**src/rtl/div_pkg.sv**
```systemverilog
// Shared types and defaults for the iterative restoring divider.
package div_pkg;

    typedef enum logic [1:0] {
        IDLE,
        RUN,
        DONE
    } div_state_t;

    localparam int unsigned DIV_WIDTH_DEFAULT = 8;

endpackage

```
**src/rtl/borrow_sub.sv**
```systemverilog
// Ripple-borrow subtractor built from per-bit full subtractors: {bout, diff} = a - b - bin.
module borrow_sub #(
    parameter int unsigned WIDTH = 9
) (
    input  logic [WIDTH-1:0] a,
    input  logic [WIDTH-1:0] b,
    input  logic             bin,
    output logic [WIDTH-1:0] diff,
    output logic             bout
);

    logic [WIDTH:0] br;

    assign br[0] = bin;

    for (genvar i = 0; i < WIDTH; i++) begin : g_bit
        assign diff[i]  = a[i] ^ b[i] ^ br[i];
        assign br[i+1]  = (~a[i] & b[i]) | (~a[i] & br[i]) | (b[i] & br[i]);
    end

    assign bout = br[WIDTH];

endmodule

```
**src/rtl/seq_divider.sv**
```systemverilog
// Unsigned restoring divider producing one quotient bit per clock, with a
// start/busy/done handshake. Divide-by-zero completes in a single cycle.
module seq_divider
    import div_pkg::*;
#(
    parameter int unsigned WIDTH = DIV_WIDTH_DEFAULT
) (
    input  logic             clk,
    input  logic             rst,
    input  logic             start,
    input  logic [WIDTH-1:0] dividend,
    input  logic [WIDTH-1:0] divisor,
    output logic             busy,
    output logic             done,
    output logic [WIDTH-1:0] quotient,
    output logic [WIDTH-1:0] remainder,
    output logic             div_by_zero
);

    localparam int unsigned CntW = $clog2(WIDTH + 1);
    localparam logic [CntW-1:0] LastStep = CntW'(WIDTH - 1);

    div_state_t       state_q, state_d;
    logic [WIDTH-1:0] q_q, q_d;
    logic [WIDTH:0]   r_q, r_d;
    logic [CntW-1:0]  cnt_q, cnt_d;
    logic [WIDTH-1:0] divisor_q, divisor_d;
    logic [WIDTH-1:0] quotient_q, quotient_d;
    logic [WIDTH-1:0] remainder_q, remainder_d;
    logic             dbz_q, dbz_d;

    logic [WIDTH:0]   r_shift;
    logic [WIDTH:0]   diff;
    logic             borrow;

    assign r_shift = {r_q[WIDTH-1:0], q_q[WIDTH-1]};

    borrow_sub #(
        .WIDTH(WIDTH + 1)
    ) u_sub (
        .a    (r_shift),
        .b    ({1'b0, divisor_q}),
        .bin  (1'b0),
        .diff (diff),
        .bout (borrow)
    );

    always_comb begin
        state_d     = state_q;
        q_d         = q_q;
        r_d         = r_q;
        cnt_d       = cnt_q;
        divisor_d   = divisor_q;
        quotient_d  = quotient_q;
        remainder_d = remainder_q;
        dbz_d       = dbz_q;
        case (state_q)
            IDLE: begin
                if (start) begin
                    if (divisor != '0) begin
                        state_d   = RUN;
                        divisor_d = divisor;
                        q_d       = dividend;
                        r_d       = '0;
                        cnt_d     = '0;
                        dbz_d     = 1'b0;
                    end else begin
                        state_d     = DONE;
                        quotient_d  = '1;
                        remainder_d = dividend;
                        dbz_d       = 1'b1;
                    end
                end
            end
            RUN: begin
                // Restore by keeping the shifted value when the trial subtraction borrows.
                q_d   = {q_q[WIDTH-2:0], ~borrow};
                r_d   = borrow ? r_shift : diff;
                cnt_d = cnt_q + 1'b1;
                if (cnt_q == LastStep) begin
                    state_d     = DONE;
                    quotient_d  = q_d;
                    remainder_d = r_d[WIDTH-1:0];
                end
            end
            DONE: begin
                state_d = IDLE;
            end
            default: begin
                state_d = IDLE;
            end
        endcase
    end

    always_ff @(posedge clk) begin
        if (rst) begin
            state_q     <= IDLE;
            q_q         <= '0;
            r_q         <= '0;
            cnt_q       <= '0;
            divisor_q   <= '0;
            quotient_q  <= '0;
            remainder_q <= '0;
            dbz_q       <= 1'b0;
        end else begin
            state_q     <= state_d;
            q_q         <= q_d;
            r_q         <= r_d;
            cnt_q       <= cnt_d;
            divisor_q   <= divisor_d;
            quotient_q  <= quotient_d;
            remainder_q <= remainder_d;
            dbz_q       <= dbz_d;
        end
    end

    assign busy        = (state_q == RUN);
    assign done        = (state_q == DONE);
    assign quotient    = quotient_q;
    assign remainder   = remainder_q;
    assign div_by_zero = dbz_q;

endmodule

```
**config.mk**
```make
export PLATFORM = sky130hd
export DESIGN_NAME = seq_divider
export DESIGN_NICKNAME = d
export VERILOG_FILES = /design/src/rtl/div_pkg.sv /design/src/rtl/borrow_sub.sv /design/src/rtl/seq_divider.sv
export SDC_FILE = /design/constraint.sdc
export NUM_CORES = 1
export LEC_CHECK = 0
export BUFFER_PORTS_ARGS = -buffer_cell sky130_fd_sc_hd__buf_2
export CAP_MARGIN = 20
export CORE_AREA = 4 4 116 74
export DETAILED_ROUTE_END_ITERATION = 8
export DIE_AREA = 0 0 120 78
export GPL_TIMING_DRIVEN = 0
export PLACE_DENSITY = 0.48
export SLEW_MARGIN = 20
export SYNTH_ARGS = -nofsm -noshare
export SYNTH_HDL_FRONTEND = slang
export SYNTH_HIERARCHICAL = 1
export SYNTH_SLANG_ARGS = --single-unit
```
**constraint.sdc**
```tcl
create_clock -name clk -period 4.8 [get_ports clk]
set_clock_uncertainty 0.1 [all_clocks]
set_input_delay 0.24 -clock clk [delete_from_list [all_inputs] [get_ports clk]]
set_output_delay 0.24 -clock clk [all_outputs]
set_load 0.03 [all_outputs]
```
-- Yosys cells after proc, flatten, opt, wreduce, memory -nomap -nowiden
Index checks and enable logic that the tools add are counted.
- add/sub/neg operators: 1
- equal/unequal tests: 7
- mux-type cells: 23
- bitwise operators: 62
- reductions and logical operators: 8
- operators by type and width (operator ; number):
    two-way mux 8 bit ; 11
    one-hot mux 8 bit (2 select lines) ; 4
    AND 1 bit ; 23
    XOR 1 bit ; 15
    OR 1 bit ; 14
    NOT 1 bit ; 10
    two-way mux 4 bit ; 2
    one-hot mux 4 bit (2 select lines) ; 1
    nonzero test 8 bit ; 1
    two-way mux 2 bit ; 3
    != test 2 bit (second input constant) ; 3
    AND reduction 3 bit ; 2
    adder 4 x 1 -> 4 bit (second input constant) ; 1
    == test 4 x 3 -> 1 bit (second input constant) ; 1
    one-hot mux 2 bit (2 select lines) ; 1
    AND reduction 2 bit ; 2
    AND reduction 4 bit ; 1
    == test 2 x 1 -> 1 bit (second input constant) ; 1
    == test 2 bit (second input constant) ; 1
    zero test 2 bit ; 1
    != test 2 x 1 -> 1 bit (second input constant) ; 1
    nonzero test 2 bit ; 1
    two-way mux 1 bit ; 1
- bits in registers: 47
- bits of input ports: 19
- output and inout bits: 19
- word-level logic and storage cells: 109

-- Longest topological paths before layout
- depth after elaboration: 27
- depth in mapped cells: 18
- mapped depth without buffers: 17

-- Cells and area by module
Netlist, hierarchy kept.
- by module, submodules not included (module ; times used ; cells each ; area an instance (um^2) ; seq. area each (um^2)):
    seq_divider ; 1 ; 206 ; 1926.8 ; 940.9
    borrow_sub ; 1 ; 29 ; 255.2 ; 0.0

-- Worst setup path before layout
No wires, ideal clock.
- kind: register to register
- start point: reg q_q[7]
- end point: reg remainder_q[6], in the netlist remainder[6]
- library setup time: 132 ps
- arrival time: 4139 ps
- data required time: 4568 ps
- slack: 429 ps
- cell stages (with the launch flop): 18
- path buffers: 1
- clock period less this slack: 4371 ps
- cell sequence: dfxtp_1 -> fa_1 -> inv_1 -> fa_1 -> fa_1 -> fa_1 -> fa_1 -> fa_1 -> fa_1 -> fa_1 -> inv_1 -> fa_1 -> inv_1 -> clkbuf_1 -> mux2i_1 -> nand2_1 -> o221ai_1 -> a21oi_1
- cells in the longest elaborated chain, start to end: 27
- elaborated cells between the ends (all ways): 35
- classes of those cells: 3 x mux; 32 x bitwise
- RTL lines (what ; RTL line ; source):
    from (decl) ; seq_divider.sv:24 ; logic [WIDTH-1:0] q_q, q_d;
    from (signal assigned) ; seq_divider.sv:107 ; q_q <= q_d;
    NOT 1 bit * ; borrow_sub.sv:18 ; assign br[i+1] = (~a[i] & b[i]) | (~a[i] & br[i]) | (b[i] & br[i]);
    AND 1 bit * ; borrow_sub.sv:18 ;
    AND 1 bit ; borrow_sub.sv:18 ;
    OR 1 bit ; borrow_sub.sv:18 ;
    OR 1 bit * ; borrow_sub.sv:18 ;
    AND 1 bit ; borrow_sub.sv:18 ;
    OR 1 bit ; borrow_sub.sv:18 ;
    OR 1 bit * ; borrow_sub.sv:18 ;
    [12 not listed] ; - ;
    AND 1 bit ; borrow_sub.sv:18 ;
    OR 1 bit ; borrow_sub.sv:18 ;
    OR 1 bit * ; borrow_sub.sv:18 ;
    AND 1 bit * ; borrow_sub.sv:18 ;
    via borrow ; seq_divider.sv:34 ; logic borrow;
    two-way mux 8 bit * ; seq_divider.sv:78 ; r_d = borrow ? r_shift : diff;
    two-way mux 8 bit * ; seq_divider.sv:80 ; if (cnt_q == LastStep) begin
    one-hot mux 8 bit (2 select lines) * ; seq_divider.sv:57 ; case (state_q)
    to (signal assigned) ; seq_divider.sv:112 ; remainder_q <= remainder_d;
    to (decl) ; seq_divider.sv:29 ; logic [WIDTH-1:0] remainder_q, remainder_d;
The timed path passes the listed nets; every way through them passes the cells marked *. The select of a mux whose other input is x is not followed.
A chain may end at the register's enable or synchronous reset.

-- Final worst setup path
- start point: reg q_q[7]
- end point: reg remainder_q[4], in the netlist remainder[4]
The elaborated chain is that of the path after synthesis.

==> results.cfg <==
[timing]
fmax_ghz = 0.218
maxSlewViolCount = 0
rsz0062_at_grt = no
setup_viol = 0
period_needed_ns = 4.59
slew-limit-headroom = 0.379
setup_tns_ns = 0
tightestPinTransition_ns = 0.928
timing.final.hold_violations = 0
fin_crit_sh = 0.957
postLayoutSetupSlackWorst_ns = 0.207

[critical_path]
cp_top_family = adder cells
crit_fanout = 6
crit_path_top_delay_cell = fa_1
cp-end-kind = flop
cp-start-kind = flop
crit_top_cell = fa_1
crit_chain = fa_1 > inv_1 > fa_1 > fa_1 > fa_2 > fa_1 > fa_1 > fa_2 > fa_1 > inv_1 > fa_2 > clkinvlp_4 > buf_4 > mux2i_2 > nand2_1 > o221ai_2 > a21oi_1
crit_type = flop to flop
critPathMaxStageDelay_ns = 0.39
worstPathRequired_ns = 4.85
worstPathArrival_ns = 4.65
cp.buffers_inverters = 4

[routing]
wl_microns = 6230
first_pass_iters = 4
drtAntennaViolNets = 0
drt_iter0_markers = 135
vias_per_cell = 4.75
wire_per_inst_microns = 16.0
vias = 1846
drc = 0

[layout]
post-route-util = 0.372
multi_input_area_sq_um = 1250
drive_above_1_share = 0.324
diodes = 0
fin_cells = 389
seqCellArea_sq_um = 942
fillers = 813
area_growth_pct = 29.6
nNetsFinal = 309

[floorplan]
die_x_microns = 120
die_area_sq_um = 9360
io_pins = 38
num_rows = 25
die_y_microns = 78
initial_core_util = 0.287
core-area_sq_um = 7600

[grt]
grt_usage = 0.141
grt_pass1_vias = 1792
antenna_found_initial = 0
grt_pass1_wl_microns = 10100
overflow = 0
grt_use_met3 = 0.0386
top_usage_layer = met1
use_met2 = 0.171
global_route.usage.met1 = 0.234
grt_max_degree = 15

[clocking]
clk_pin_slew_ns = 0.06
clkLatencyLatePin_ns = 0.29
cts_inserted_buffers = 5
cts_tree = built
cts.sink_count = 47
h-tree-depth = 2
clk_path_buf_depth = 2
cts_root_buf = clkbuf_16

[logic_synthesis]
synth_area_sq_um = 2180
synthArstFlopShare = 0
synthTopCellsByArea = dfxtp_1, fa_1, a21oi_1
post_synth_inst_count = 235
synth_flop_cell = dfxtp_1
yosysSeqAreaShare = 0.431
synthTopCellsByCount = dfxtp_1, a21oi_1, nand2_1, inv_1, nand3_1
synth-seq-cells = 47
synth_edf_count = 0
synth_most_common_cell = dfxtp_1
ys_types = 39
synth_top_area_frac = 0.431
avgSynthCellArea_sq_um = 9.29
yosys_warnings = 6
synth_largest_area_cell = dfxtp_1

[power]
p_leak_nw = 1.05
p_per_area_nw_per_um2 = 335
power_mw = 0.948
ir_worst_vdd_uv = 124

[job]
drv_cap = 0

[status]
status = completed

[placed_design]
place.gp.congestion = 0.783
dp_slack_ns = -0.122
dp.cells = 380
port_buffers = 36
dp_hpwl_microns = 4690

[hold_path]
hold_class = primary input to flop
[what timing repair did]
item | in CTS | in global routing
pin swaps | 0 | 7
endpoints found under the setup margin | 9 | 9
resized for setup | 2 | 29
setup buffers | 0 | 2
hold buffers | 0 | 0
[final timing paths]
kind / startpoint / depth (start not counted) / slack (ns) / to
max: q_q[7]$_SDFFE_PP0P_ / 17 / 0.21 / remainder[4]$_SDFFE_PP0P_
min: divisor[5] / 3 / 0.13 / divisor_q[5]$_SDFFE_PP0P_
max reg2reg: q_q[7]$_SDFFE_PP0P_ / 17 / 0.21 / remainder[4]$_SDFFE_PP0P_
min reg2reg: divisor_q[0]$_SDFFE_PP0P_ / 2 / 0.37 / divisor_q[0]$_SDFFE_PP0P_
[through the flow]
step	cell area [sq um]	hold WS, ns
4_1_cts	2670	0.116
2_1_floorplan	2190	0.276
5_1_grt	2830	0.135
6_report	2830	0.125
3_3_place_gp	2500	0.347
3_5_place_dp	2500	0.350
[registers in the layout, summed over array words and instances (netlist names)]
register and count:
div_by_zero 1, q_q 8, divisor_q 8, remainder 8, state_q 2, cnt_q 4, quotient 8, r_q 8
[layer usage]
metal / routed length, microns / part of all wire
met2: 2230 / 0.36
met5: 0 / 0
met4: 34 / 0.0055
met3: 413 / 0.066
met1: 3560 / 0.57
[cell usage in the layout, fill, tap and decap left out, types with 2 or more instances in the layout]
cell and instances:
a21oi_1 24, a21oi_2 3, a22oi_1 8, and3_1 2, buf_1 2, buf_2 39
buf_4 2, clkbuf_1 7, clkbuf_16 5, clkbuf_8 2, clkinvlp_4 2, conb_1 2
dfxtp_1 46, fa_1 6, fa_2 3, inv_1 18, inv_2 2, mux2i_2 2
mux2i_4 6, nand2_1 26, nand3_1 17, nor2_1 7, nor2b_1 2, nor3_1 3
nor4_1 2, o221a_2 7, o221ai_2 8, o2bb2ai_1 7, or2_2 2, or4_4 2
[power by group]
part           internal (mW)  switching [mW]
combinational         0.0642          0.0933
sequential             0.403          0.0126
clock                  0.222           0.153
total                  0.689           0.259
[worst reg2reg max path, cell delays in order (launching register included)]
cell and delay [ns]:
dfxtp_2 0.38, fa_1 0.18, inv_1 0.04, fa_1 0.37, fa_1 0.39, fa_2 0.35
fa_1 0.38, fa_1 0.39, fa_2 0.37, fa_1 0.38, inv_1 0.09, fa_2 0.21
clkinvlp_4 0.08, buf_4 0.19, mux2i_2 0.22, nand2_1 0.10, o221ai_2 0.12, a21oi_1 0.10
[area by class of cell]
cell class	instances	area share
Inverter	22	0.0305
Clock inverter	1	0.00265
Sequential cell	47	0.333
Buffer	13	0.0212
Tap cell	108	0.0478
Clock buffer	7	0.0540
Multi-Input combinational cell	153	0.442
Timing Repair Buffer	38	0.0690
[kinds of logic (layout without fill, tap and decap cells)]
family / Yosys count / count (layout) / share of synthesized area
AND/OR/NAND/NOR: 68 / 68 / 0.153
AO/OA/AOI/OAI: 63 / 63 / 0.213
flip-flops: 47 / 47 / 0.431
buffers and inverters: 36 / 81 / 0.0671
adder cells (fa/ha/maj): 10 / 10 / 0.0883
multiplexers: 9 / 9 / 0.0419
other: 1 / 2 / 0.00172
XOR/XNOR: 1 / 1 / 0.00401
Power figures use the tool's default switching activity.
